===== src/rtl/des_key_schedule_pkg.sv =====
// DES key-schedule shared definitions.
// Permutation tables, shift schedules, FSM states.
package des_key_schedule_pkg;

  typedef enum logic [1:0] {
    IDLE = 2'd0,
    RUN  = 2'd1,
    DONE = 2'd2
  } state_t;

  localparam int PC1 [56] = '{
    57, 49, 41, 33, 25, 17,  9,
     1, 58, 50, 42, 34, 26, 18,
    10,  2, 59, 51, 43, 35, 27,
    19, 11,  3, 60, 52, 44, 36,
    63, 55, 47, 39, 31, 23, 15,
     7, 62, 54, 46, 38, 30, 22,
    14,  6, 61, 53, 45, 37, 29,
    21, 13,  5, 28, 20, 12,  4
  };

  localparam int PC2 [48] = '{
    14, 17, 11, 24,  1,  5,
     3, 28, 15,  6, 21, 10,
    23, 19, 12,  4, 26,  8,
    16,  7, 27, 20, 13,  2,
    41, 52, 31, 37, 47, 55,
    30, 40, 51, 45, 33, 48,
    44, 49, 39, 56, 34, 53,
    46, 42, 50, 36, 29, 32
  };

  localparam logic [1:0] ENC_SHIFT [16] = '{
    2'd1, 2'd1, 2'd2, 2'd2, 2'd2, 2'd2, 2'd2, 2'd2,
    2'd1, 2'd2, 2'd2, 2'd2, 2'd2, 2'd2, 2'd2, 2'd1
  };

  // Entry 0 is the load-time rotation; C16 == C0.
  localparam logic [1:0] DEC_SHIFT [16] = '{
    2'd0, 2'd1, 2'd2, 2'd2, 2'd2, 2'd2, 2'd2, 2'd2,
    2'd1, 2'd2, 2'd2, 2'd2, 2'd2, 2'd2, 2'd2, 2'd1
  };

  localparam int E_TAB [48] = '{
    32,  1,  2,  3,  4,  5,
     4,  5,  6,  7,  8,  9,
     8,  9, 10, 11, 12, 13,
    12, 13, 14, 15, 16, 17,
    16, 17, 18, 19, 20, 21,
    20, 21, 22, 23, 24, 25,
    24, 25, 26, 27, 28, 29,
    28, 29, 30, 31, 32,  1
  };

  localparam int P_TAB [32] = '{
    16,  7, 20, 21, 29, 12, 28, 17,
     1, 15, 23, 26,  5, 18, 31, 10,
     2,  8, 24, 14, 32, 27,  3,  9,
    19, 13, 30,  6, 22, 11,  4, 25
  };

  function automatic logic [1:28] rot28(
    input logic [1:28] x,
    input logic        right,
    input logic [1:0]  amt
  );
    logic [1:28] r;
    r = x;
    case ({right, amt})
      3'b001:  r = {x[2:28], x[1]};
      3'b010:  r = {x[3:28], x[1:2]};
      3'b101:  r = {x[28], x[1:27]};
      3'b110:  r = {x[27:28], x[1:26]};
      default: r = x;
    endcase
    return r;
  endfunction

endpackage


===== src/rtl/des_key_schedule_if.sv =====
// Request and subkey handshake bundle
// for the DES key-schedule generator.
interface des_key_schedule_if;
  logic        start;
  logic [1:64] key;
  logic        decrypt;
  logic        subkey_ready;
  logic [1:48] subkey;
  logic        subkey_valid;
  logic [3:0]  round_idx;
  logic        busy;
  logic        done;

  modport master (
    output start, key, decrypt, subkey_ready,
    input  subkey, subkey_valid, round_idx,
    input  busy, done
  );

  modport slave (
    input  start, key, decrypt, subkey_ready,
    output subkey, subkey_valid, round_idx,
    output busy, done
  );
endinterface


===== src/rtl/des_pc2.sv =====
// DES permuted choice 2: 56-bit C||D
// to 48-bit round subkey, wiring only.
module des_pc2
  import des_key_schedule_pkg::*;
(
  input  logic [1:56] cd,
  output logic [1:48] k
);

  for (genvar i = 0; i < 48; i++) begin : g_pc2
    assign k[i+1] = cd[PC2[i]];
  end

  // Bits PC-2 discards by definition.
  logic unused_bits;
  assign unused_bits = ^{cd[9], cd[18], cd[22],
                         cd[25], cd[35], cd[38],
                         cd[43], cd[54]};

endmodule


===== src/rtl/des_key_schedule.sv =====
// Sequential DES key schedule: issues
// K1..K16 or K16..K1 over valid/ready.
module des_key_schedule
  import des_key_schedule_pkg::*;
(
  input logic clk,
  input logic rst,
  des_key_schedule_if.slave bus
);

  state_t      state;
  state_t      state_n;
  logic [1:28] c;
  logic [1:28] d;
  logic [3:0]  cnt;
  logic [3:0]  nxt;
  logic        dec;
  logic [1:56] pc1_key;
  logic [1:48] pc2_out;
  logic        fire;
  logic        last;
  logic        accept;
  logic [1:0]  load_amt;
  logic [1:0]  step_amt;

  for (genvar i = 0; i < 56; i++) begin : g_pc1
    assign pc1_key[i+1] = bus.key[PC1[i]];
  end

  logic unused_parity;
  assign unused_parity = ^{bus.key[8], bus.key[16],
                           bus.key[24], bus.key[32],
                           bus.key[40], bus.key[48],
                           bus.key[56], bus.key[64]};

  assign fire   = bus.subkey_valid & bus.subkey_ready;
  assign last   = fire & (cnt == 4'd15);
  assign accept = (state == IDLE) & bus.start;
  assign nxt    = cnt + 4'd1;

  assign load_amt = bus.decrypt ? DEC_SHIFT[0]
                                : ENC_SHIFT[0];
  assign step_amt = dec ? DEC_SHIFT[nxt]
                        : ENC_SHIFT[nxt];

  always_ff @(posedge clk) begin
    if (rst) state <= IDLE;
    else     state <= state_n;
  end

  always_comb begin
    state_n = state;
    unique case (state)
      IDLE:    if (bus.start) state_n = RUN;
      RUN:     if (last) state_n = DONE;
      DONE:    state_n = IDLE;
      default: state_n = IDLE;
    endcase
  end

  always_ff @(posedge clk) begin
    if (rst) begin
      bus.subkey_valid <= 1'b0;
      bus.busy         <= 1'b0;
      bus.done         <= 1'b0;
    end else begin
      bus.subkey_valid <= (state_n == RUN);
      bus.busy         <= (state_n == RUN);
      bus.done         <= (state_n == DONE);
    end
  end

  always_ff @(posedge clk) begin
    if (rst) begin
      c   <= '0;
      d   <= '0;
      cnt <= '0;
      dec <= 1'b0;
    end else if (accept) begin
      dec <= bus.decrypt;
      cnt <= '0;
      c   <= rot28(pc1_key[1:28], bus.decrypt, load_amt);
      d   <= rot28(pc1_key[29:56], bus.decrypt, load_amt);
    end else if (fire) begin
      cnt <= nxt;
      if (!last) begin
        c <= rot28(c, dec, step_amt);
        d <= rot28(d, dec, step_amt);
      end
    end
  end

  des_pc2 u_pc2 (
    .cd ({c, d}),
    .k  (pc2_out)
  );

  assign bus.subkey    = bus.subkey_valid ? pc2_out : '0;
  assign bus.round_idx = cnt;

endmodule


===== src/flat_wrapper.sv =====
// flat-port wrapper written by rule: the top's interface ports become plain ports
module des_key_schedule_flat import des_key_schedule_pkg::*;
  (clk, rst, bus_start, bus_key, bus_decrypt, bus_subkey_ready, bus_subkey, bus_subkey_valid, bus_round_idx, bus_busy, bus_done);
  des_key_schedule_if bus_i ();
  input logic clk;
  input logic rst;
  input wire logic [$bits(bus_i.start)-1:0] bus_start;
  input wire logic [$bits(bus_i.key)-1:0] bus_key;
  input wire logic [$bits(bus_i.decrypt)-1:0] bus_decrypt;
  input wire logic [$bits(bus_i.subkey_ready)-1:0] bus_subkey_ready;
  output wire logic [$bits(bus_i.subkey)-1:0] bus_subkey;
  output wire logic [$bits(bus_i.subkey_valid)-1:0] bus_subkey_valid;
  output wire logic [$bits(bus_i.round_idx)-1:0] bus_round_idx;
  output wire logic [$bits(bus_i.busy)-1:0] bus_busy;
  output wire logic [$bits(bus_i.done)-1:0] bus_done;
  assign bus_i.start = bus_start;
  assign bus_i.key = bus_key;
  assign bus_i.decrypt = bus_decrypt;
  assign bus_i.subkey_ready = bus_subkey_ready;
  assign bus_subkey = bus_i.subkey;
  assign bus_subkey_valid = bus_i.subkey_valid;
  assign bus_round_idx = bus_i.round_idx;
  assign bus_busy = bus_i.busy;
  assign bus_done = bus_i.done;
  des_key_schedule u_core (.clk(clk), .rst(rst), .bus(bus_i));
endmodule

===== config.mk =====
export PLATFORM = sky130hd
export DESIGN_NAME = des_key_schedule_flat
export DESIGN_NICKNAME = d
export VERILOG_FILES = /design/src/rtl/des_key_schedule_pkg.sv /design/src/rtl/des_key_schedule_if.sv /design/src/rtl/des_pc2.sv /design/src/rtl/des_key_schedule.sv /design/src/flat_wrapper.sv
export SDC_FILE = /design/constraint.sdc
export NUM_CORES = 1
export LEC_CHECK = 0
export CAP_MARGIN = 5
export CORE_AREA = 2 2 107 109
export CTS_BUF_LIST = sky130_fd_sc_hd__clkbuf_16
export DETAILED_ROUTE_END_ITERATION = 8
export DIE_AREA = 0 0 109 111
export GPL_ROUTABILITY_DRIVEN = 0
export PLACE_DENSITY_LB_ADDON = 0.3
export SLEW_MARGIN = 10
export SYNTH_ARGS = -nofsm -noshare
export SYNTH_HDL_FRONTEND = slang
export SYNTH_SLANG_ARGS = --single-unit

===== constraint.sdc =====
create_clock -name clk -period 3.6 [get_ports clk]
set_input_delay 1.08 -clock clk [delete_from_list [all_inputs] [get_ports clk]]
set_output_delay 1.08 -clock clk [all_outputs]
set_load 0.05 [all_outputs]

==> out/results.tsv, run 1 <==
metric	value	unit
result of the run	finished clean	
DR pass1 iterations	5	
clock buffer count from CTS	9	
vias in the first global route	5138	
post-detailed-route DRC marker count	0	
Worst Hold Path Cells	1	
Critical Path RT	2520	ps
pin count of the biggest net entering global routing	113	
Async SR Flop Fraction	0	
FF-to-FF setup slack	490	ps
starting DRC count in detailed routing	554	
global-route wire length before repair	25400	um
Die ar.	0.0121	sq mm
count of buffers inserted at the top-level ports	115	
number of H-tree levels	3	
average via count per standard cell	6.41	
maximum resistive drop on vdd	276	uV
net count reported at finish	794	
Total Wirelength	15900	um
top-area cell type share of the netlist area	0.244	
Worst setup SP type	flop	
Remaining Overflow, GRT	0	
clock-pin slew reported for the worst setup and hold paths after clock tree synthesis	60	ps
number of rows created at floorplan	39	
leakage component of the power	2.55	nW
ratio of total power to cell area	372	mW/mm^2
Worst Hold Launch	u_core.state[1]	
clock buffer depth	2	
worst stage delay on the critical path	820	ps
top cell type by total area after synthesis	sky130_fd_sc_hd__dfxtp_1	
die span in y	111	um
Wirelength per Cell	18.3	um
FF-to-FF Start	u_core.bus.round_idx[0]	
Worst Hold Slack	500	ps
width of the die	109	um
mean instance size in the synthesized netlist	8.10	sq um
area delta synth->final	27.2	%
fraction of layout cells with a size suffix above 1	0.120	
count of final setup violators	0	
TritonCTS sink count	65	
core utilization of the finished layout	0.613	
# diodes	0	
antenna violations before repair	0	
Fmax	319	MHz
overall global routing resource usage	0.254	
post-route fraction of the period consumed by the critical path	0.871	
clock root buffer	sky130_fd_sc_hd__clkbuf_16	
buffering stage count on the worst path with inverters included	2	
RSZ-0062 raised after global routing	false	
proportion of synthesized chip area in sequential cells	0.244	
transition time at the pin with the least slew margin	677	ps
insertion delay of the later-clocked pin in the worst-skew pair	330	ps
number of standard cells after synthesis	659	
most used flip-flop cell after synthesis	sky130_fd_sc_hd__dfxtp_1	
endpoint kind of the worst setup timing path	output pin	
quantity of hold-fixing buffers added after cts	0	
net count of the mapped netlist	730	
Max Fanout on Critical Path	16	
Tot Pwr	2.53	mW
number of enable flip-flop cells after synthesis	0	
aggregate negative setup slack	0	ps
arrival time at the worst endpoint	2060	ps
Core Box Area	0.0111	sq mm
number of violations of the max-capacitance limit	0	
CTS tree	yes	
count of cells resized by post-cts repair	0	
worst hold path endpoint	u_core.state[1]	
master of the slowest instance on the critical path	sky130_fd_sc_hd__clkdlybuf4s50_1	
number of top-level design ports	124	
most repeated cell in the gate-level netlist after synthesis	sky130_fd_sc_hd__dfxtp_1	
synthesis-stage register bit count	65	
count of cells along the worst register-to-register path	10	
setup repair bufs after CTS	0	
kind of cell with the highest combined delay on the critical path	buffers and inverters	
via count of the routed design	5586	
hold crit path type	reg2reg	
cells taking the most area after synthesis	sky130_fd_sc_hd__dfxtp_1, sky130_fd_sc_hd__mux2i_1, sky130_fd_sc_hd__a221o_1	
max-slew violation count	0	
capture point of the worst reg-to-reg path	u_core.d[18]	
Ys Warns	0	
starting utilization of the core area	0.482	
post-layout minimum cycle time	3140	ps
Crit Path Class	reg2out	
number of distinct standard cells referenced by the synthesized netlist	43	
area of the mapped netlist	0.00534	sq mm
cell-by-cell listing of the critical path	buf_4 -> clkdlybuf4s50_1	
final hold violation count	0	
most frequent cells after synthesis	sky130_fd_sc_hd__dfxtp_1, sky130_fd_sc_hd__nor2b_1, sky130_fd_sc_hd__o21ai_0	
count of antenna-violating nets left after detailed routing	0	
normalized max-slew margin	0.549	
worst-case clock skew	9.33	ps
total half-perimeter wirelength after legalization and detailed placement	10100	um
-- sequential cells by signal, indices dropped and copies added, names as in the netlist --
signal,cells
u_core.c,28
u_core.d,28
u_core.bus.round_idx,4
u_core.state,2
u_core.bus.done,1
u_core.bus.subkey_valid,1
u_core.dec,1
-- metal layers --
layer / vias up / track usage / share of wire
li1: 2660 / - / -
met1: 2621 / 0.353 / 0.43
met2: 271 / 0.394 / 0.47
met3: 34 / 0.0282 / 0.077
met4: 0 / 0.111 / 0.025
met5: - / 0 / 0
-- worst reg2reg max path, delay by kind of cell (launching register included) --
family	cells	cell delay, ps
simple gates	3	990
compound gates	4	890
flops	1	470
buf+inv	2	390
fa+ha+maj	1	330
-- kinds of logic (layout without fill, tap and decap cells) --
| group | count (synthesis) | in the layout | share of synthesized area |
|---|---|---|---|
| AOI/OAI and AO/OA | 248 | 248 | 0.346 |
| and+or+nand+nor | 200 | 200 | 0.219 |
| buffers and inverters | 82 | 151 | 0.0698 |
| DFF | 65 | 65 | 0.244 |
| muxes | 59 | 59 | 0.112 |
| xor gates and xnor gates | 3 | 3 | 0.00492 |
| adders and majority gates | 2 | 2 | 0.00469 |
-- per-stage QoR --
stage	std cells	cell area [sq um]	setup WS (ps)
after floorplan	659	5340	539
after global placement	855	6430	507
after detailed placement	855	6430	486
after CTS	871	6790	471
after global routing	871	6790	364
final	871	6790	463
-- final cells by class --
cell class                      count  area (sq um)
Clock inverter                      7           143
Multi-Input combinational cell    512          3700
Timing Repair Buffer              130          1220
Fill cell                         960          4280
Inverter                            5          18.8
Tap cell                          143           179
Clock buffer                        9           225
Sequential cell                    65          1310
-- cell usage in the layout, fill, tap and decap left out, types with 4 or more instances in the layout --
master                            count
sky130_fd_sc_hd__clkbuf_16            9
sky130_fd_sc_hd__o21ai_0             58
sky130_fd_sc_hd__a31oi_1             54
sky130_fd_sc_hd__inv_1                5
sky130_fd_sc_hd__clkdlybuf4s50_1     75
sky130_fd_sc_hd__nand3_1             54
sky130_fd_sc_hd__a221o_1             54
sky130_fd_sc_hd__dfxtp_1             64
sky130_fd_sc_hd__and2_1              49
sky130_fd_sc_hd__mux2i_1             57
sky130_fd_sc_hd__bufinv_16            4
sky130_fd_sc_hd__a311oi_1             4
sky130_fd_sc_hd__nor2_1               6
sky130_fd_sc_hd__buf_12               5
sky130_fd_sc_hd__nand2_1             15
sky130_fd_sc_hd__nor2b_1             58
sky130_fd_sc_hd__o2bb2ai_1           53
sky130_fd_sc_hd__a21boi_0             4
sky130_fd_sc_hd__a21oi_1             10
sky130_fd_sc_hd__buf_4               49
-- report_power, final --
part	total, mW	switching (mW)	internal, mW
combinational	0.559	0.305	0.254
sequential	0.875	0.102	0.773
clock	1.09	0.344	0.748
total	2.53	0.751	1.78
-- worst max path at each step --
stage                     cells past startpoint                to               startpoint  slack, ps
after floorplan                              11      u_core.c[27]  u_core.bus.round_idx[0]        540
after global placement                        6      u_core.d[24]                      rst        510
after global routing                         10      u_core.d[10]  u_core.bus.round_idx[0]        360
after detailed placement                      6      u_core.d[18]                      rst        490
final                                         2          bus_busy  u_core.bus.subkey_valid        460
after CTS                                     2  bus_subkey_valid  u_core.bus.subkey_valid        470
Power figures use the tool's default switching activity.
==> inputs of run 2 (changes only) <==
Settings changed: SLEW_MARGIN 10 to 20.
==> results of run 2 <==
No change in the layout: final DEF, timing and power equal those of run 1.
